`config.mk`:
```
export PLATFORM = sky130hd
export DESIGN_NAME = keypad_scanner
export DESIGN_NICKNAME = d
export VERILOG_FILES = /design/src/rtl/keypad_pkg.sv /design/src/rtl/sync_2ff.sv /design/src/rtl/keypad_scanner.sv
export SDC_FILE = /design/constraint.sdc
export NUM_CORES = 1
export LEC_CHECK = 0
export BUFFER_PORTS_ARGS = -buffer_cell sky130_fd_sc_hd__buf_4
export CORE_MARGIN = 1.5
export CORE_UTILIZATION = 34
export CTS_CLUSTER_SIZE = 25
export DETAILED_ROUTE_END_ITERATION = 7
export SYNTH_ARGS = -nofsm -noshare
export SYNTH_HDL_FRONTEND = slang
export SYNTH_HIERARCHICAL = 1
export SYNTH_SLANG_ARGS = --single-unit
```
`constraint.sdc`:
```
create_clock -name sys_clk -period 5.4 [get_ports sys_clk]
set_input_delay 0.81 -clock sys_clk [delete_from_list [all_inputs] [get_ports sys_clk]]
set_output_delay 0.81 -clock sys_clk [all_outputs]
set_load 0.05 [all_outputs]
```
`src/rtl/keypad_pkg.sv`:
```
// Shared types and constants for the vending-machine front-panel keypad scanner.
// Latency: none; this package holds only types, constants and a pure helper function.
// Backpressure: none.
package keypad_pkg;

  localparam int KEY_CODE_W = 4;
  localparam int NUM_COLS   = 4;
  localparam int NUM_ROWS   = 4;

  // Classification of one full 4-column scan.
  typedef enum logic [1:0] {
    FRAME_NONE    = 2'd0,
    FRAME_KEY     = 2'd1,
    FRAME_INVALID = 2'd2
  } frame_kind_e;

  // Code is only meaningful for FRAME_KEY and is kept at zero otherwise,
  // so that two frame results can be compared as whole words.
  typedef struct packed {
    frame_kind_e             kind;
    logic [KEY_CODE_W-1:0]   code;
  } frame_t;

  typedef enum logic {
    RELEASED = 1'b0,
    PRESSED  = 1'b1
  } state_e;

  localparam frame_t FRAME_IDLE = '{kind: FRAME_NONE, code: '0};

  // Key code is col*4 + row, i.e. the column index in the upper two bits.
  function automatic logic [KEY_CODE_W-1:0] key_code_of(input logic [1:0] col,
                                                        input logic [1:0] row);
    return {col, row};
  endfunction

endpackage

```
`src/rtl/sync_2ff.sv`:
```
// Two-flop synchronizer for a bus of independent asynchronous lines.
// Latency: 2 sys_clk cycles from input change to output.
// Backpressure: none; samples every cycle.
module sync_2ff #(
  parameter int              WIDTH   = 1,
  parameter logic [WIDTH-1:0] RST_VAL = '0
) (
  input  logic             sys_clk,
  input  logic             sys_rst,
  input  logic [WIDTH-1:0] async_in,
  output logic [WIDTH-1:0] sync_out
);

  logic [WIDTH-1:0] meta;

  // First stage may go metastable; second stage gives it a full cycle to settle.
  always_ff @(posedge sys_clk) begin
    if (sys_rst) begin
      meta     <= RST_VAL;
      sync_out <= RST_VAL;
    end else begin
      meta     <= async_in;
      sync_out <= meta;
    end
  end

endmodule

```
`src/rtl/keypad_scanner.sv`:
```
// 4x4 matrix keypad scanner with frame-based debounce and one-cycle key strobe.
// Latency: key_valid/key_code/key_held update 1 cycle after the col-3 sample of the debouncing frame.
// Backpressure: none; key_valid is a fire-and-forget strobe, key_code holds until the next acceptance.
module keypad_scanner
  import keypad_pkg::*;
#(
  parameter int SCAN_DIV        = 1000,  // dwell cycles per column, at least 4
  parameter int DEBOUNCE_FRAMES = 4      // identical frames before acceptance, at least 1
) (
  input  logic                  sys_clk,
  input  logic                  sys_rst,
  input  logic [3:0]            key_row,
  output logic [3:0]            key_col,
  output logic [KEY_CODE_W-1:0] key_code,
  output logic                  key_valid,
  output logic                  key_held
);

  localparam int                 DWELL_W    = $clog2(SCAN_DIV);
  localparam int                 CNT_W      = $clog2(DEBOUNCE_FRAMES + 1);
  localparam logic [DWELL_W-1:0] DWELL_LAST = DWELL_W'(SCAN_DIV - 1);
  localparam logic [CNT_W-1:0]   CNT_MAX    = CNT_W'(DEBOUNCE_FRAMES);

  logic [3:0]         row_sync;
  logic [DWELL_W-1:0] dwell_cnt;
  logic [1:0]         col_idx;
  logic               sample_pt;
  logic               frame_end;
  logic [3:0]         row_snap [NUM_COLS-1];

  logic [3:0]          col_low [NUM_COLS];
  logic [NUM_COLS-1:0] col_hit;
  logic [NUM_COLS-1:0] col_single;
  logic [1:0]          hit_col;
  logic [1:0]          hit_row;
  frame_t              frame_res;

  frame_t     cand, cand_nxt;
  logic [CNT_W-1:0] cnt, cnt_nxt;
  state_e     state, state_nxt;
  logic       accept;

  sync_2ff #(
    .WIDTH   (4),
    .RST_VAL (4'b1111)
  ) u_row_sync (
    .sys_clk  (sys_clk),
    .sys_rst  (sys_rst),
    .async_in (key_row),
    .sync_out (row_sync)
  );

  // Rows need two cycles through the synchronizer, so sampling on the last
  // dwell cycle is what makes SCAN_DIV >= 4 sufficient.
  assign sample_pt = (dwell_cnt == DWELL_LAST);
  assign frame_end = sample_pt && (col_idx == 2'd3);
  assign key_col   = ~(4'b0001 << col_idx);
  assign key_held  = (state == PRESSED);

  // Dwell counter and rotating column index.
  always_ff @(posedge sys_clk) begin
    if (sys_rst) begin
      dwell_cnt <= '0;
      col_idx   <= '0;
    end else if (sample_pt) begin
      dwell_cnt <= '0;
      col_idx   <= col_idx + 2'd1;
    end else begin
      dwell_cnt <= dwell_cnt + DWELL_W'(1);
    end
  end

  // Record rows for columns 0..2; column 3 is read live at the frame end.
  always_ff @(posedge sys_clk) begin
    if (sys_rst) begin
      for (int c = 0; c < NUM_COLS - 1; c++) row_snap[c] <= 4'hF;
    end else if (sample_pt) begin
      for (int c = 0; c < NUM_COLS - 1; c++) begin
        if (col_idx == 2'(c)) row_snap[c] <= row_sync;
      end
    end
  end

  // Classify the completed frame as NONE, a single KEY, or INVALID.
  always_comb begin
    for (int c = 0; c < NUM_COLS - 1; c++) col_low[c] = ~row_snap[c];
    col_low[NUM_COLS-1] = ~row_sync;
    col_hit    = '0;
    col_single = '0;
    hit_col    = '0;
    hit_row    = '0;
    for (int c = 0; c < NUM_COLS; c++) begin
      col_hit[c]    = |col_low[c];
      col_single[c] = ($countones(col_low[c]) == 1);
      if (col_hit[c]) begin
        hit_col = 2'(c);
        for (int r = 0; r < NUM_ROWS; r++) begin
          if (col_low[c][r]) hit_row = 2'(r);
        end
      end
    end
    frame_res = FRAME_IDLE;
    if (col_hit != '0) begin
      if (($countones(col_hit) == 1) && ((col_hit & col_single) != '0))
        frame_res = '{kind: FRAME_KEY, code: key_code_of(hit_col, hit_row)};
      else
        frame_res = '{kind: FRAME_INVALID, code: '0};
    end
  end

  // Candidate tracking: count repeats of a valid result, restart on change.
  always_comb begin
    cand_nxt = cand;
    cnt_nxt  = cnt;
    if (frame_end) begin
      if ((frame_res == cand) && (frame_res.kind != FRAME_INVALID)) begin
        if (cnt != CNT_MAX) cnt_nxt = cnt + CNT_W'(1);
      end else begin
        cand_nxt = frame_res;
        cnt_nxt  = (frame_res.kind == FRAME_INVALID) ? '0 : CNT_W'(1);
      end
    end
  end

  // Debounce registers.
  always_ff @(posedge sys_clk) begin
    if (sys_rst) begin
      cand <= FRAME_IDLE;
      cnt  <= '0;
    end else begin
      cand <= cand_nxt;
      cnt  <= cnt_nxt;
    end
  end

  // Stable-state register.
  always_ff @(posedge sys_clk) begin
    if (sys_rst) state <= RELEASED;
    else         state <= state_nxt;
  end

  // Stable-state transitions; only evaluated at a frame end so a saturated
  // count cannot re-trigger. key_code doubles as the stable key.
  always_comb begin
    state_nxt = state;
    accept    = 1'b0;
    if (frame_end && (cnt_nxt == CNT_MAX)) begin
      case (state)
        RELEASED: begin
          if (cand_nxt.kind == FRAME_KEY) begin
            state_nxt = PRESSED;
            accept    = 1'b1;
          end
        end
        PRESSED: begin
          if (cand_nxt.kind == FRAME_NONE)
            state_nxt = RELEASED;
          else if ((cand_nxt.kind == FRAME_KEY) && (cand_nxt.code != key_code))
            accept = 1'b1;
        end
        default: state_nxt = RELEASED;
      endcase
    end
  end

  // Strobe and held key code.
  always_ff @(posedge sys_clk) begin
    if (sys_rst) begin
      key_valid <= 1'b0;
      key_code  <= '0;
    end else begin
      key_valid <= accept;
      if (accept) key_code <= cand_nxt.code;
    end
  end

endmodule

```
# Word-level counts from Yosys, hierarchy flattened
# Memories as Yosys holds them, arrays and structs flattened.
# Cells that the tools add are included.
[classes] div_mod_pow=0 muxes=54 reduce_logical=14 bitwise=10 order_cmp=0 shifts=1 addsub=18 multipliers=0 eq_ne=16
[op_table] op="$mux 2" count=20
[op_table] op="$mux 6" count=4
[op_table] op="$mux 1" count=22
[op_table] op="$add 1x1->2" count=10
[op_table] op="$not 4->4" count=5
[op_table] op="$reduce_or 4->1" count=4
[op_table] op="$add 2x2->3" count=5
[op_table] op="$eq 3x1->1 const B" count=5
[op_table] op="$mux 4" count=3
[op_table] op="$add 10x1->10 const B" count=1
[op_table] op="$eq 10x10->1 const B" count=1
[op_table] op="$mux 3" count=3
[op_table] op="$reduce_bool 4->1" count=2
[op_table] op="$eq 2x2->1 const B" count=3
[op_table] op="$eq 6x6->1" count=1
[op_table] op="$logic_and 1x1->1" count=5
[op_table] op="$and 4x4->4" count=1
[op_table] op="$eq 2x1->1 const B" count=2
[op_table] op="$logic_not 2->1" count=2
[op_table] op="$ne 4x4->1" count=1
[op_table] op="$pmux 1 s2" count=2
[op_table] op="$shl 1x2->4 const A" count=1
[op_table] op="$add 3x1->3 const B" count=1
[op_table] op="$eq 3x3->1 const B" count=1
[op_table] op="6 further kinds" count=8
[word_totals] input_bits=6 rom_bits=0 n_memories=1 reg_bits=35 latch_bits=0 ramBits=12
[mem_list] name="row_snap" depth=3 width=4 read_ports=3 rd_ports_with_merged_regs=0 write_ports=3 line="keypad_scanner.sv:29" text="logic [3:0] row_snap [NUM_COLS-1];"

# Logic depth before layout (Yosys ltp)
# An unclocked memory read counts as a cell.
[logic_depth] ltp_word=33 depth_mapped=16 depth_no_buf=14

# Modules after synthesis
# Netlist, hierarchy kept.
[by_module_without_submodules] module="keypad_scanner" cells_per_inst=267 area_each_um2=2498.6 n_inst=1 seq_area_each_um2=900.9
[by_module_without_submodules] module="sync_2ff" cells_per_inst=16 area_each_um2=210.2 n_inst=1 seq_area_each_um2=160.2

# Worst setup path after synthesis
# No wires, ideal clock.
[synth_timing] kind="reg-to-reg" from="register u_row_sync.sync_out[1]" to="register key_code[2]" path_stages_with_launch=16 t_arrival_ns=3.506 slack_ns=1.773 setup_ns=0.121 t_required_ns=5.279 cell_sequence="dfxtp_1 -> ha_1 -> nand3_2 -> fa_1 -> ha_1 -> ha_1 -> nor2_1 -> nand2_1 -> a31o_4 -> or2_1 -> clkbuf_2 -> or3_1 -> o2111a_1 -> nand4b_1 -> o2111ai_2 -> mux2_4"
[synth_via] elab_chain_cells=19 word_cells_on_any_way=39
[synth_rtl] item="from (decl)" line="sync_2ff.sv:11" text="output logic [WIDTH-1:0] sync_out"
[synth_rtl] item="from (signal assigned)" line="sync_2ff.sv:23" text="sync_out <= meta;"
[synth_rtl] item="$not 4->4 *" line="keypad_scanner.sv:87" text="col_low[NUM_COLS-1] = ~row_sync;"
[synth_rtl] item="$add 1x1->2 (implied by the code)" line="keypad_scanner.sv:94" text="col_single[c] = ($countones(col_low[c]) == 1);"
[synth_rtl] item="$add 2x2->3 (implied by the code)" line="keypad_scanner.sv:94"
[synth_rtl] item="$eq 3x1->1" line="keypad_scanner.sv:94"
[synth_rtl] item="$and 4x4->4" line="keypad_scanner.sv:104" text="if (($countones(col_hit) == 1) && ((col_hit & col_single) != '0))"
[synth_rtl] item="$reduce_bool 4->1" line="keypad_scanner.sv:104"
[synth_rtl] item="$logic_and 1x1->1" line="keypad_scanner.sv:104"
[synth_rtl] item="$mux 6" line="keypad_scanner.sv:104"
[synth_rtl] item="[3 not listed]"
[synth_rtl] item="$mux 6" line="keypad_scanner.sv:116" text="if ((frame_res == cand) && (frame_res.kind != FRAME_INVALID)) begin"
[synth_rtl] item="$mux 6" line="keypad_scanner.sv:115" text="if (frame_end) begin"
[synth_rtl] item="$ne 4x4->1 or $eq 2x1->1 (tied branches)" line="keypad_scanner.sv:158, keypad_scanner.sv:150"
[synth_rtl] item="$logic_and 1x1->1" line="keypad_scanner.sv:158" text="else if ((cand_nxt.kind == FRAME_KEY) && (cand_nxt.code != key_code))"
[synth_rtl] item="$mux 1" line="keypad_scanner.sv:158"
[synth_rtl] item="$mux 1" line="keypad_scanner.sv:156" text="if (cand_nxt.kind == FRAME_NONE)"
[synth_rtl] item="$pmux 1 s2" line="keypad_scanner.sv:148" text="case (state)"
[synth_rtl] item="$mux 1" line="keypad_scanner.sv:147" text="if (frame_end && (cnt_nxt == CNT_MAX)) begin"
[synth_rtl] item="to (signal assigned)" line="keypad_scanner.sv:173" text="if (accept) key_code <= cand_nxt.code;"
[synth_rtl] item="to (decl)" line="keypad_scanner.sv:14" text="output logic [KEY_CODE_W-1:0] key_code,"
# Every way passes the cells marked *; elsewhere a longest branch is shown, timed or not.
# A chain may end at the register's enable or synchronous reset.

# Final worst setup path
# Ends and elaborated chain as after synthesis.

==> impl_metrics.yaml <==
run_status:
  status: "complete, no violations"
worst_setup_path:
  critPathRequiredTime_ns: 5.59
  critical_path_peak_fanout: 12
  crit_path_start_kind: "flip-flop"
  cp-end-kind: "flip-flop"
  critPathKind: "flip-flop to flip-flop"
  worstPathArrival_ns: 4.22
timing:
  max_freq_ghz: 0.248
  worst_slack_ns: 1.37
  rsz0062_at_grt: "false"
  skew_ns: 0.00517
  slew_headroom_pct: 42.0
  whs_ns: 0.407
  maxSlewViolCount: 0
  fin_crit_ns: 4.03
  setup_viol: 0
  min_period_over_period_pct: 74.7
  hold_viol: 0
  worst_pin_slew_ns: 0.863
  tns_ns: 0
floorplan:
  die_h_um: 92.3
  die_w_um: 92.3
  ios: 16
  num_rows: 32
  initial_core_util_pct: 35.1
  dieArea_um2: 8510
  core_area_um2: 7730
route:
  wl_per_cell_um: 12.9
  postRouteWirelength_mm: 5.15
  vias: 1995
  ant_nets: 0
  drt-pass1-iter-count: 5
  drt_iter0_markers: 98
  viasPerCell: 4.99
  route.detailed.drc: 0
global_routing:
  grt_use_met1_pct: 17.0
  met2_usage_pct: 22.5
  grt_overflow: 0
  grt_max_degree: 40
  grt_busiest_layer: "met2"
  first_global_vias: 1975
  grt_usage_pct: 13.4
  antenna_found_initial: 0
  grt_pass1_wl_mm: 9.14
  use_met3_pct: 2.40
cts:
  cts.sinks: 47
  ctsHoldBuffers: 0
  postCtsSetupBuffers: 0
  cts_tree: "built"
  clockRootBuffer: "clkbuf_8"
  clock_latency_ns: 0.29
  cts_made_buffers: 5
  cts_buffer_depth: 2
  ctsHtreeMaxLevel: 2
  cts_resized: 0
  clk_pin_slew_ns: 0.08
layout:
  nets: 330
  drive_gt1_share_pct: 12.1
  area_delta_synth_final_pct: 10.8
  diodes: 0
  fillers: 779
  utilization_pct: 38.8
power_and_ir_drop:
  p_leak_nw: 1.18
  sw_frac_of_total_pct: 23.0
  power_frac_clock_pct: 33.2
  p_sw_uw: 140
  finalPower_uw: 610
  p_seq_share_pct: 60.4
  power_density_nw_per_um2: 203
  p_int_uw: 470
  ir_drop_mv: 0.152
  pwr-share-comb_pct: 6.4
placed_design:
  post-place-ws_ns: 1.38
  place.detailed.hpwl_mm: 3.86
  port_buffers: 15
  place_congestion: 0.747
yosys:
  synth_cell_types: 59
  synth_ff_type: "dfxtp_1"
  syn_inst: 283
  synth_nets: 316
  avgSynthCellArea_um2: 9.57
  synthArstFlopShare_pct: 0
  syn_area_um2: 2710
  ys_ff_latch: 47
  synth_seq_area_share_pct: 39.2
  synth.yosys.warnings: 6
  synth_edf_count: 12
min_path:
  hp-class: "flip-flop to flip-flop"
flow_run:
  cap_violations: 0
-- power groups by stage --
stage / clock, mW / sequential [mW] / combinational [mW]
2_1_floorplan: 0 / 0.376 / 0.0294
3_3_place_gp: 0 / 0.376 / 0.0382
3_5_place_dp: 0 / 0.377 / 0.0389
4_1_cts: 0.212 / 0.368 / 0.0394
5_1_grt: 0.228 / 0.369 / 0.0452
6_report: 0.203 / 0.368 / 0.0391
-- cells in the final DEF (no fill, tap or decap), types with 3 or more instances in the layout --
master and instances:
a21o_1 3, a21oi_1 12, a31oi_1 3, buf_4 15, clkbuf_8 5, dfxtp_1 35
edfxtp_1 12, fa_1 5, ha_1 22, inv_1 25, mux2i_1 4, nand2_1 16
nand2b_1 3, nand3_1 9, nand3_2 3, nand3b_1 3, nand4_1 4, nor2_1 26
nor2b_1 3, nor3_1 12, nor3b_1 5, o21ai_0 6, or2_1 9, or2_2 3
xnor2_1 9, xor2_1 4
-- final cells by class --
cell class / count / area (um^2) / share of cell area, %
Clock buffer: 6 / 72.6 / 2.42
Sequential cell: 47 / 1060 / 35.3
Inverter: 25 / 93.8 / 3.13
Tap cell: 102 / 128 / 4.25
Clock inverter: 2 / 12.5 / 0.417
Multi-Input combinational cell: 203 / 1520 / 50.7
Timing Repair Buffer: 15 / 113 / 3.75
-- synth_stat cells (2+ instances only) --
library cell | instances | area share, %
nor3_1 | 12 | 2.2
nand2_1 | 16 | 2.2
a31oi_1 | 3 | 0.69
a21oi_1 | 12 | 2.2
a32oi_1 | 2 | 0.65
nor4b_1 | 2 | 0.65
nor2b_1 | 3 | 0.69
or2_2 | 3 | 0.69
mux2i_1 | 4 | 1.5
o22ai_1 | 2 | 0.46
edfxtp_1 | 12 | 13
nand3b_1 | 3 | 0.83
inv_1 | 25 | 3.5
o31a_1 | 2 | 0.65
nand4bb_1 | 2 | 0.83
fa_1 | 5 | 3.7
dfxtp_1 | 35 | 26
nor3b_1 | 5 | 1.4
nand3_1 | 9 | 1.7
nand3_2 | 3 | 1.1
ha_1 | 22 | 10
or2_1 | 9 | 2.1
or3_1 | 2 | 0.46
clkbuf_1 | 6 | 0.83
xor2_1 | 4 | 1.3
o21ai_0 | 6 | 1.1
a21o_1 | 3 | 0.83
nand4_1 | 4 | 0.92
nor2_1 | 26 | 3.6
xnor2_1 | 9 | 2.9
nor4_2 | 2 | 0.92
nand2b_1 | 3 | 0.69
-- metrics by stage --
step	std cells	area (um^2)
2_1_floorplan	283	2710
3_3_place_gp	392	2920
3_5_place_dp	392	2920
4_1_cts	400	3000
5_1_grt	400	3000
6_report	400	3000
-- worst paths after layout --
kind,from,endpoint,slack (ns),cells after the start
setup / recovery,u_row_sync/sync_out[1],key_code[2],1.37,13
hold / removal,u_row_sync/meta[0],u_row_sync/sync_out[0],0.41,1
setup reg to reg,u_row_sync/sync_out[1],key_code[2],1.37,13
hold reg to reg,u_row_sync/meta[0],u_row_sync/sync_out[0],0.41,1
-- cell families (layout without fill, tap and decap cells) --
| logic type | Yosys count | after routing | share of synthesized area [%] |
|---|---|---|---|
| mux | 6 | 6 | 2.45 |
| compound gates | 44 | 44 | 11.7 |
| buf+inv | 33 | 48 | 4.66 |
| fa+ha+maj | 27 | 27 | 13.9 |
| xor+xnor | 13 | 13 | 4.20 |
| flops | 47 | 47 | 39.2 |
| simple gates | 113 | 113 | 23.9 |
-- critical path: stages, from the launching register on --
cell       delay [ns]
dfxtp_1          0.43
ha_1             0.29
nand3_2          0.15
fa_1             0.48
ha_1             0.22
ha_1             0.27
nor2_1           0.10
nand2_1          0.07
a31o_4           0.24
nor4_2           0.35
xnor2_1          0.23
and4_1           0.51
o2111ai_2        0.24
mux2_4           0.34
-- registers in the layout, summed over array words and instances (netlist names), named ones only --
name,count
cand,6
cnt,3
col_idx,2
dwell_cnt,10
key_code,4
key_valid,1
row_snap,12
u_row_sync/meta,4
u_row_sync/sync_out,4
-- routing by layer --
layer	routed length, um	part of all wire, %
met1	2420	47
met2	2560	50
met3	86	1.7
met4	93	1.8
met5	0	0
Power figures use the tool's default switching activity.
